$ cat src/rtl/pool_layer_controller_pkg.sv
// pool_layer_controller_pkg: shared handshake codes, FSM states and job format for the pool controller
package pool_layer_controller_pkg;
  localparam logic [1:0] CMD_IDLE     = 2'b00;
  localparam logic [1:0] CMD_POOL     = 2'b01;
  localparam logic [1:0] ACK_IDLE     = 2'b00;
  localparam logic [1:0] ACK_POOL_FIN = 2'b01;
  typedef enum logic [1:0] {S_IDLE, S_ISSUE, S_WAIT, S_DONE} state_t;
  typedef struct packed {
    logic [1:0] idx;
    logic [1:0] row;
  } job_t;
endpackage

$ cat src/rtl/pool_layer_controller_job_fifo.sv
// pool_job_fifo: synchronous job queue exposing its head entry and occupancy
module pool_job_fifo #(
  parameter int WIDTH = 4,
  parameter int DEPTH = 4,
  parameter int CW = $clog2(DEPTH) + 1
) (
  input  logic             clk,
  input  logic             rst_n,
  input  logic             push,
  input  logic             pop,
  input  logic [WIDTH-1:0] din,
  output logic [WIDTH-1:0] head,
  output logic [CW-1:0]    count,
  output logic             full
);
  localparam int AW = $clog2(DEPTH);
  logic [WIDTH-1:0] mem [DEPTH];
  logic [AW-1:0] rd, wr;
  assign head = mem[rd];
  assign full = count == CW'(DEPTH);
  always_ff @(posedge clk or negedge rst_n)
    if (!rst_n) begin
      rd <= '0;
      wr <= '0;
      count <= '0;
    end else begin
      if (push) wr <= wr + 1'b1;
      if (pop) rd <= rd + 1'b1;
      count <= count + CW'(push) - CW'(pop);
    end
  always_ff @(posedge clk)
    if (push) mem[wr] <= din;
endmodule

$ cat src/rtl/pool_layer_controller.sv
// pool_layer_controller: queues one 2x2 max-pool job per finished conv row pair and issues them over cmd/ack
module pool_layer_controller
  import pool_layer_controller_pkg::*;
#(
  parameter int TOTAL_WEIGHT = 4,
  parameter int TOTAL_ROW = 8,
  parameter int JOB_DEPTH = 4
) (
  input  logic       clk,
  input  logic       rst_n,
  input  logic       enable,
  input  logic       conv_valid,
  input  logic [1:0] conv_feature_idx,
  input  logic [2:0] conv_feature_row,
  input  logic [1:0] pool_ack,
  output logic [1:0] pool_cmd,
  output logic [1:0] pool_feature_idx,
  output logic [1:0] pool_out_row,
  output logic       pool_valid,
  output logic       pool_calc_fin,
  output logic       conv_stall,
  output logic       overflow_err
);
  localparam int CW = $clog2(JOB_DEPTH) + 1;
  state_t state, state_nx;
  job_t head;
  logic [CW-1:0] count, count_nx;
  logic full, push, keep, pop, last;
  assign push = enable & conv_valid & conv_feature_row[0];
  assign keep = push & ~full;
  assign pop = (state == S_WAIT) && (pool_ack == ACK_POOL_FIN);
  assign last = pool_feature_idx == 2'(TOTAL_WEIGHT - 1) && pool_out_row == 2'(TOTAL_ROW / 2 - 1);
  assign count_nx = count + CW'(keep) - CW'(pop);
  assign pool_cmd = (state == S_ISSUE && enable) ? CMD_POOL : CMD_IDLE;
  assign pool_calc_fin = state == S_DONE;
  pool_job_fifo #(.WIDTH($bits(job_t)), .DEPTH(JOB_DEPTH), .CW(CW)) u_fifo (
    .clk   (clk),
    .rst_n (rst_n),
    .push  (keep),
    .pop   (pop),
    .din   ({conv_feature_idx, conv_feature_row[2:1]}),
    .head  (head),
    .count (count),
    .full  (full)
  );
  always_comb begin
    state_nx = state;
    case (state)
      S_IDLE:  state_nx = (enable && count != '0) ? S_ISSUE : S_IDLE;
      S_ISSUE: state_nx = enable ? S_WAIT : S_ISSUE;
      S_WAIT:  state_nx = pop ? (last ? S_DONE : S_IDLE) : S_WAIT;
      default: state_nx = S_IDLE;
    endcase
  end
  // job fields latch on issue and stay put so the completion pulse still reports them
  always_ff @(posedge clk or negedge rst_n)
    if (!rst_n) begin
      state <= S_IDLE;
      pool_valid <= 1'b0;
      conv_stall <= 1'b0;
      overflow_err <= 1'b0;
      pool_feature_idx <= '0;
      pool_out_row <= '0;
    end else begin
      state <= state_nx;
      pool_valid <= pop;
      conv_stall <= count_nx >= CW'(JOB_DEPTH - 1);
      overflow_err <= overflow_err | (push & full);
      if (state == S_IDLE && state_nx == S_ISSUE) {pool_feature_idx, pool_out_row} <= head;
    end
endmodule
$ cat config.mk
export PLATFORM = sky130hd
export DESIGN_NAME = pool_layer_controller
export DESIGN_NICKNAME = d
export VERILOG_FILES = /design/src/rtl/pool_layer_controller_pkg.sv /design/src/rtl/pool_layer_controller_job_fifo.sv /design/src/rtl/pool_layer_controller.sv
export SDC_FILE = /design/constraint.sdc
export NUM_CORES = 1
export LEC_CHECK = 0
export ABC_AREA = 1
export ABC_CLOCK_PERIOD_IN_PS = 3930
export CORE_ASPECT_RATIO = 0.6
export CORE_MARGIN = 8
export CORE_UTILIZATION = 58
export CTS_CLUSTER_SIZE = 10
export DETAILED_ROUTE_END_ITERATION = 10
export PLACE_DENSITY_LB_ADDON = 0.1
export REMOVE_ABC_BUFFERS = 1
export SLEW_MARGIN = 20
export SYNTH_ARGS = -nofsm -noshare
export SYNTH_HDL_FRONTEND = slang
export SYNTH_HIERARCHICAL = 1
export SYNTH_SLANG_ARGS = --single-unit
export TNS_END_PERCENT = 30
$ cat constraint.sdc
create_clock -name clk -period 3.93 [get_ports clk]
set_clock_uncertainty 0.1 [all_clocks]
set_input_delay 0.393 -clock clk [delete_from_list [all_inputs] [get_ports clk]]
set_output_delay 0.393 -clock clk [all_outputs]
set_load 0.01 [all_outputs]
After elaboration in Yosys (flattened, before gate mapping)
Memory sizes are Yosys's and may differ from the RTL's. A register that Yosys moved wholly into a read port is not among the register bits.
Index checks and enable logic that the tools add are counted.
Operators by class
  muxes and demuxes: 8
  bitwise gates (word level): 6
  magnitude comparators: 1
  eq/ne operators: 8
  reductions and logical operators: 8
  add/subtract/negate cells: 4
Operators by type and width (count)
  2-bit == test, second input constant: 4
  2-bit by 1-bit == test with 1-bit output, second input constant: 3
  2-bit 2-to-1 mux: 3
  2-bit case mux with 3 select lines: 1
  1-bit logical AND: 5
  2-bit by 1-bit adder with 2-bit output, second input constant: 2
  1-bit bitwise AND: 4
  1-bit 2-to-1 mux: 4
  3-bit by 1-bit adder with 3-bit output: 1
  3-bit == test, second input constant: 1
  3-bit by 2-bit >= comparator with 1-bit output, second input constant: 1
  3-bit nonzero test: 1
  3-bit by 1-bit subtractor with 3-bit output: 1
  2-bit logical NOT: 1
  1-bit logical NOT: 1
  1-bit NOT: 1
  1-bit bitwise OR: 1
Word-level totals
  RAM bits: 16
  flip-flop bits (word level): 12
  output and inout port bits: 10
  logic and storage cells: 43
  memories kept: 1
Memories
  u_fifo.mem: words 4, bits a word 4, rd ports 1, clocked after memory_dff 1, write ports 1, line pool_layer_controller_job_fifo.sv:17  | logic [WIDTH-1:0] mem [DEPTH];

Depth between registers and ports, before layout
Gate-level depths: netlist of the first run.
  depth in word-level cells: 7
  mapped depth: 14
  gate-level depth less buffers: 13

Hierarchy
The synthesis of the first run kept the hierarchy.
Modules (own cells, without submodules)
  pool_job_fifo: times used 1, cells each 108, seq. area each 655.6 µm², area each 1082.3 µm²
  pool_layer_controller: times used 1, cells each 66, seq. area each 225.2 µm², area each 525.5 µm²

Least setup slack after synthesis of the first run
OpenSTA, ideal clock, no wires.
  path type: register -> register
  from: reg u_fifo.count[1]
  to: reg u_fifo.count[2]
  slack: 1.800 ns
  data arrival time: 1.913 ns
  cell stages (with the launch flop): 14
  clock period less this slack: 2.130 ns
  data required time: 3.713 ns
  buffers on the path: 1
  cells stage by stage: dfrtp_1 inv_1 nand2_1 nor2_1 nor2_1 buf_2 inv_1 ha_1 inv_1 ha_1 inv_1 fa_1 nand3_1 nand2_1
Between the ends
  word-level cells in the longest chain between the ends: 5
RTL lines
  start, declared: line pool_layer_controller_job_fifo.sv:13  | output logic [CW-1:0] count,
  start signal, assigned: line pool_layer_controller_job_fifo.sv:29  | count <= count + CW'(push) - CW'(pop);
  3-bit == test: line pool_layer_controller_job_fifo.sv:20  | assign full = count == CW'(DEPTH);
  named net full: line pool_layer_controller.sv:28  | logic full, push, keep, pop, last;
  1-bit NOT: line pool_layer_controller.sv:30  | assign keep = push & ~full;
  1-bit bitwise AND: line pool_layer_controller.sv:30
  named net keep: line pool_layer_controller.sv:28
  3-bit by 1-bit adder with 3-bit output: line pool_layer_controller_job_fifo.sv:29
  3-bit by 1-bit subtractor with 3-bit output: line pool_layer_controller_job_fifo.sv:29
The timed path passes the listed nets, and every way through them passes these cells.
A chain may end at the register's enable or synchronous reset.

Worst setup path after layout of the first run
  from: in enable
  to: reg u_fifo.count[2]
Between the ends
  word-level cells in the longest chain between the ends: 5
RTL lines
  start, declared: line pool_layer_controller.sv:11  | input logic enable,
  1-bit bitwise AND (2 in a row): line pool_layer_controller.sv:29  | assign push = enable & conv_valid & conv_feature_row[0];
  1-bit bitwise AND: line pool_layer_controller.sv:30
  named net keep: line pool_layer_controller.sv:28
  3-bit by 1-bit adder with 3-bit output: line pool_layer_controller_job_fifo.sv:29
  3-bit by 1-bit subtractor with 3-bit output: line pool_layer_controller_job_fifo.sv:29
The timed path passes the listed nets, and every way through them passes these cells.

==> impl_metrics.ini, run 1 <==
[yosys]
synthCells = 174
ys_types = 21
syn_avg_cell_area_um2 = 9.240
synth_area_um2 = 1608
synth-seq-cells = 32
synth-seq-area-share = 0.5479
synth_warnings = 6

[floorplan]
rows = 14
die_y_um = 56.79
core-area_um2 = 2575
io-pin-count = 21
start_util = 0.6244
die-area_um2 = 4768
fp.dieW_um = 83.97

[power_and_ir_drop]
leakagePower_nw = 0.9835
power_w = 0.001339
irDropWorstVdd_mv = 0.3837
power.density_nw_per_um2 = 695.3

[setup_path]
r2r_cells = 12
slowest_stage = clkdlybuf4s50_1
critPathArrivalTime_ns = 2.69
end_kind = flip-flop
start_kind = input pin
r2r-start = u_fifo/count[1]
critical_path.cell_chain = clkdlybuf4s50_1, nand3_1, nor2_1, inv_1, ha_1, inv_1, ha_1, inv_1, fa_1, nand3_1, nand2_1
critical_path_class = input pin to flip-flop
worstPathMaxFanout = 9
cp_common_cell = inv_1
crit_start = enable
cp_data_required_time_ns = 4.01
max_stage_delay_ns = 0.51

[clock_tree]
cts_max_level = 2
cts_tree = built
cts_resized = 0
cts_made_buffers = 5
root_buffer = clkbuf_8
cts_buffer_depth = 2
clk_latency_ns = 0.29
holdBufCountCts = 0
cts.sinks = 32
postCtsSetupBuffers = 0
path_clk_slew_ns = 0.07

[timing]
setup_tns_ns = 0
period_minus_slack_ns = 2.611
setup-violations-final = 0
fin_crit_sh = 0.6645
worstMarginPinSlew_ns = 0.7254
finalHoldViolCount = 0
worst_slack_ns = 1.319
fmax_ghz = 0.3829
rsz0062_at_grt = false
slew_headroom = 0.5149
slew_viol_final = 0

[routing]
drc = 0
first_pass_iters = 4
wirelength_um = 3328
ant_nets = 0
routed_via_density = 5.143
wl_per_cell_um = 14.47
drtIter0Drc = 87
num_vias = 1183

[finish]
layoutNonFillerInstCount = 230
seqCellArea_um2 = 880.8
layout_commonest_cell = nand2_1
final_cell_mix = nand2_1 (50), inv_1 (39), nand3_1 (19), clkdlybuf4s50_1 (19)
drive_gt1_frac = 0.09596
syn2layout_area_growth_pct = 19.77
antenna_cells = 0
fill_cells = 188
multi_input_area_um2 = 545.5
finish.utilization = 0.7478
nets = 217

[placed_design]
dpl.hpwl_um = 2540
gp_congestion = 0.8078
place_inst = 222
port_buffers = 19
dp_slack_ns = 1.025

[hold_path]
min-delay-start = overflow_err
hold-path-cell-count = 1
hold_class = flip-flop to flip-flop

[grt]
grt_pass1_vias = 1217
grt_pass1_wl_um = 5582
gr-total-overflow = 0
grt_use_total = 0.1504
grt_max_degree = 17
grt_antenna_before_repair = 0

[run]
drv_cap = 0

[status]
status = finished clean
[layer usage]
layer	global-route usage	wire length (um)
met5	0	0
met4	0.08802	87
met3	0.05036	251
met2	0.2432	1502
met1	0.1705	1487
[final timing paths]
path	slack, ns	endpoint
worst max-delay path	1.32	u_fifo/count[2]
worst min-delay path	0.38	overflow_err
worst max register to register	1.38	u_fifo/count[2]
worst min register to register	0.38	overflow_err
max in group asynchronous	2.84	pool_feature_idx[1]
min in group asynchronous	0.44	u_fifo/rd[0]
[layout make-up]
cell class	count	share of cell area
tap	32	0.02079
sequential	32	0.4574
clock buffer	5	0.03574
inverter	42	0.08187
multi-input combinational	97	0.2833
clock inverter	3	0.02209
timing repair buffer	19	0.09877
[power breakdown]
group / internal, W / switching, W
registers: 0.000441 / 0.0000949
clock network: 0.000187 / 0.000125
logic: 0.000207 / 0.000284
[synth_stat cells]
master / number / share of area
inv_2: 3 / 0.0070
o21bai_1: 2 / 0.0093
nor2_1: 3 / 0.0070
o21ai_1: 1 / 0.0031
buf_4: 1 / 0.0047
nand3_2: 1 / 0.0062
conb_1: 1 / 0.0023
nor2_4: 2 / 0.014
buf_6: 1 / 0.0070
buf_2: 1 / 0.0031
nand2_4: 1 / 0.0070
xor2_1: 3 / 0.016
edfxtp_1: 16 / 0.30
ha_1: 7 / 0.054
dfrtp_1: 16 / 0.25
nand3_1: 19 / 0.059
nand2_1: 50 / 0.12
nand2_2: 4 / 0.016
inv_1: 39 / 0.091
o21ai_0: 1 / 0.0031
fa_1: 2 / 0.025
[flip-flops by register name, indices dropped and copies added (netlist names)]
signal / flops
pool_feature_idx: 2
u_fifo/mem: 16
u_fifo/rd: 2
pool_out_row: 2
u_fifo/count: 3
pool_valid: 1
u_fifo/wr: 2
overflow_err: 1
state: 2
conv_stall: 1
[per-stage QoR]
stage	cell area [um^2]	hold slack [ns]
after floorplan	1584	-0.002591
after global placement	1814	0.3810
after detailed placement	1814	0.3622
after CTS	1926	0.3912
after global routing	1926	0.4169
final	1926	0.3822
[cell families (layout without fill, tap and decap cells)]
kind of cell	count (synthesis)	count (layout)	share of synthesized area
flops	32	32	0.5479
other cells	1	1	0.002332
xor+xnor	3	3	0.01635
simple gates	80	80	0.2257
buf+inv	45	69	0.1128
compound gates	4	4	0.01556
fa+ha+maj	9	9	0.07938
[critical path, delay by kind of cell]
| family | cells | cell delay, ns |
|---|---|---|
| buf+inv | 4 | 0.72 |
| simple gates | 4 | 0.76 |
| fa+ha+maj | 3 | 0.82 |
No activity file was read; power rests on OpenSTA's default activity.
==> inputs of run 2 (changes only) <==
--- a/config.mk
+++ b/config.mk
@@ -6,10 +6,10 @@
 export NUM_CORES = 1
 export LEC_CHECK = 0
 export ABC_AREA = 1
-export ABC_CLOCK_PERIOD_IN_PS = 3930
+export ABC_CLOCK_PERIOD_IN_PS = 2400
 export CORE_ASPECT_RATIO = 0.6
 export CORE_MARGIN = 8
-export CORE_UTILIZATION = 58
+export CORE_UTILIZATION = 49
 export CTS_CLUSTER_SIZE = 10
 export DETAILED_ROUTE_END_ITERATION = 10
 export PLACE_DENSITY_LB_ADDON = 0.1
==> constraint.sdc (replaced) <==
create_clock -name clk -period 2.4 [get_ports clk]
set_clock_uncertainty 0.1 [all_clocks]
set_input_delay 0.24 -clock clk [delete_from_list [all_inputs] [get_ports clk]]
set_output_delay 0.24 -clock clk [all_outputs]
set_load 0.01 [all_outputs]
==> impl_metrics.ini, run 2 (synthesis results as in run 1) <==
[timing]
period_minus_slack_ns = 2.101
whs_ns = 0.2816
finalHoldViolCount = 0
worst_slack_ns = 0.2987
fin_crit_sh = 0.8756
fmax_ghz = 0.4759
slew_viol_final = 0
setup-violations-final = 0
slew_headroom = 0.5297
worstMarginPinSlew_ns = 0.7033
setup_tns_ns = 0
rsz0062_at_grt = false

[setup_path]
max_stage_delay_ns = 0.44
critical_path_class = flip-flop to flip-flop
reg2reg_to = u_fifo/count[2]
r2r-start = u_fifo/count[1]
r2r_cells = 12
crit_buf_inv = 4
start_kind = flip-flop
end_kind = flip-flop
critPathArrivalTime_ns = 2.17
r2r_setup_slack_ns = 0.30
cp_top_family = adder cells
critical_path.cell_chain = inv_1, nand2_1, nor2_1, nor2_1, inv_1, ha_1, inv_1, ha_1, inv_1, fa_1, nand3_1, nand2_1
slowest_stage = dfrtp_1
cp_common_cell = inv_1
cp_data_required_time_ns = 2.47
worstPathMaxFanout = 5

[hold_path]
hold_class = input pin to asynchronous set/reset pin

[grt]
gr-total-overflow = 0
grt_pass1_vias = 1039
grt_max_degree = 17
grt_antenna_before_repair = 0
grt_use_total = 0.1167
grt_pass1_wl_um = 4892

[finish]
largest-register = u_fifo/mem
final_cell_mix = nand2_1 (50), inv_1 (39), nand3_1 (19), clkdlybuf4s50_1 (19)
reg_top3 = u_fifo/mem: 16 flops, u_fifo/count: 3 flops
antenna_cells = 0
largest_reg_flops = 16
syn2layout_area_growth_pct = 20.54
finish.utilization = 0.6051
layoutNonFillerInstCount = 245
layout_commonest_cell = nand2_1
nets = 219
drive_gt1_frac = 0.1050

[power_and_ir_drop]
leakagePower_nw = 0.9910
p_seq_frac = 0.422
power.net_switching_w = 0.0007713
power.density_nw_per_um2 = 1063
irDropWorstVdd_mv = 0.6241
swShare = 0.3744
p_int_w = 0.001289
clkPwrFrac = 0.202
pwr-share-comb = 0.376

[floorplan]
rows = 16
io-pin-count = 21
start_util = 0.5020
die-area_um2 = 5430
die_y_um = 60.37
core-area_um2 = 3203
fp.dieW_um = 89.95

[placed_design]
place_inst = 237
port_buffers = 19
gp_congestion = 0.7479
dp_slack_ns = 0.05884
dpl.hpwl_um = 2330

[run]
drv_cap = 0

[clock_tree]
cts_resized = 0
holdBufCountCts = 0
cts_buffer_depth = 2
cts_made_buffers = 5
clk_latency_ns = 0.27
root_buffer = clkbuf_8
postCtsSetupBuffers = 0
cts.sinks = 32
path_clk_slew_ns = 0.07
cts_max_level = 2
cts_tree = built

[routing]
ant_nets = 0
num_vias = 1119
wirelength_um = 2966
drtIter0Drc = 37
first_pass_iters = 4
wl_per_cell_um = 12.11
drc = 0
routed_via_density = 4.567

[status]
status = finished clean
run 2: changes by cell type in the layout (fill, tap and decap cells not counted), sizes merged:
| cell | delta |
|---|---|
| bufinv | -1 |
| clkbuf | +1 |
| buf | +2 |
| clkinvlp | -1 |
| clkinv | +1 |
run 2: how the worst max path moves through the flow:
| stage | startpoint | endpoint | slack (ns) | depth (start not counted) |
|---|---|---|---|---|
| after floorplan | u_fifo/count[1] | u_fifo/count[2] | 0.16 | 12 |
| after global placement | enable | u_fifo/count[2] | 0.11 | 11 |
| after detailed placement | enable | u_fifo/count[2] | 0.06 | 11 |
| after CTS | u_fifo/count[1] | u_fifo/count[2] | 0.28 | 12 |
| after global routing | u_fifo/count[1] | u_fifo/count[2] | 0.09 | 12 |
| final | u_fifo/count[1] | u_fifo/count[2] | 0.30 | 12 |
run 2: layout make-up:
type                            instances  area [um^2]
Clock buffer                            6        82.58
Clock inverter                          2        10.01
Fill cell                             283         1265
Inverter                               42        157.7
Multi-Input combinational cell         97        545.5
Sequential cell                        32        880.8
Tap cell                               45        56.30
Timing Repair Buffer                   21        205.2
run 2: through the flow:
stage	power, W	instance area, um^2
floorplan	0.001366	1584
global placement	0.001622	1846
detailed placement	0.001660	1846
CTS	0.002084	1938
finish	0.002060	1938
global route	0.002227	1938
run 2: metal layers:
layer,GRT usage,part of all wire
met1,0.1481,0.48
met2,0.1844,0.46
met4,0.03521,0.0034
met5,0,0
met3,0.04321,0.058
run 2: worst reg2reg max path, cell delays in order, from the launching register on:
cell and delay, ns:
dfrtp_1 0.44, inv_1 0.06, nand2_1 0.10, nor2_1 0.07
nor2_1 0.14, inv_1 0.06, ha_1 0.28, inv_1 0.06
ha_1 0.13, inv_1 0.05, fa_1 0.37, nand3_1 0.09
nand2_1 0.05
run 2: power by group through the flow:
stage | sequential (W) | combinational [W] | clock [W]
finish | 0.000870 | 0.000774 | 0.000416
global route | 0.000895 | 0.000885 | 0.000447
CTS | 0.000869 | 0.000787 | 0.000428
detailed placement | 0.000878 | 0.000781 | 0
global placement | 0.000871 | 0.000751 | 0
floorplan | 0.000870 | 0.000496 | 0
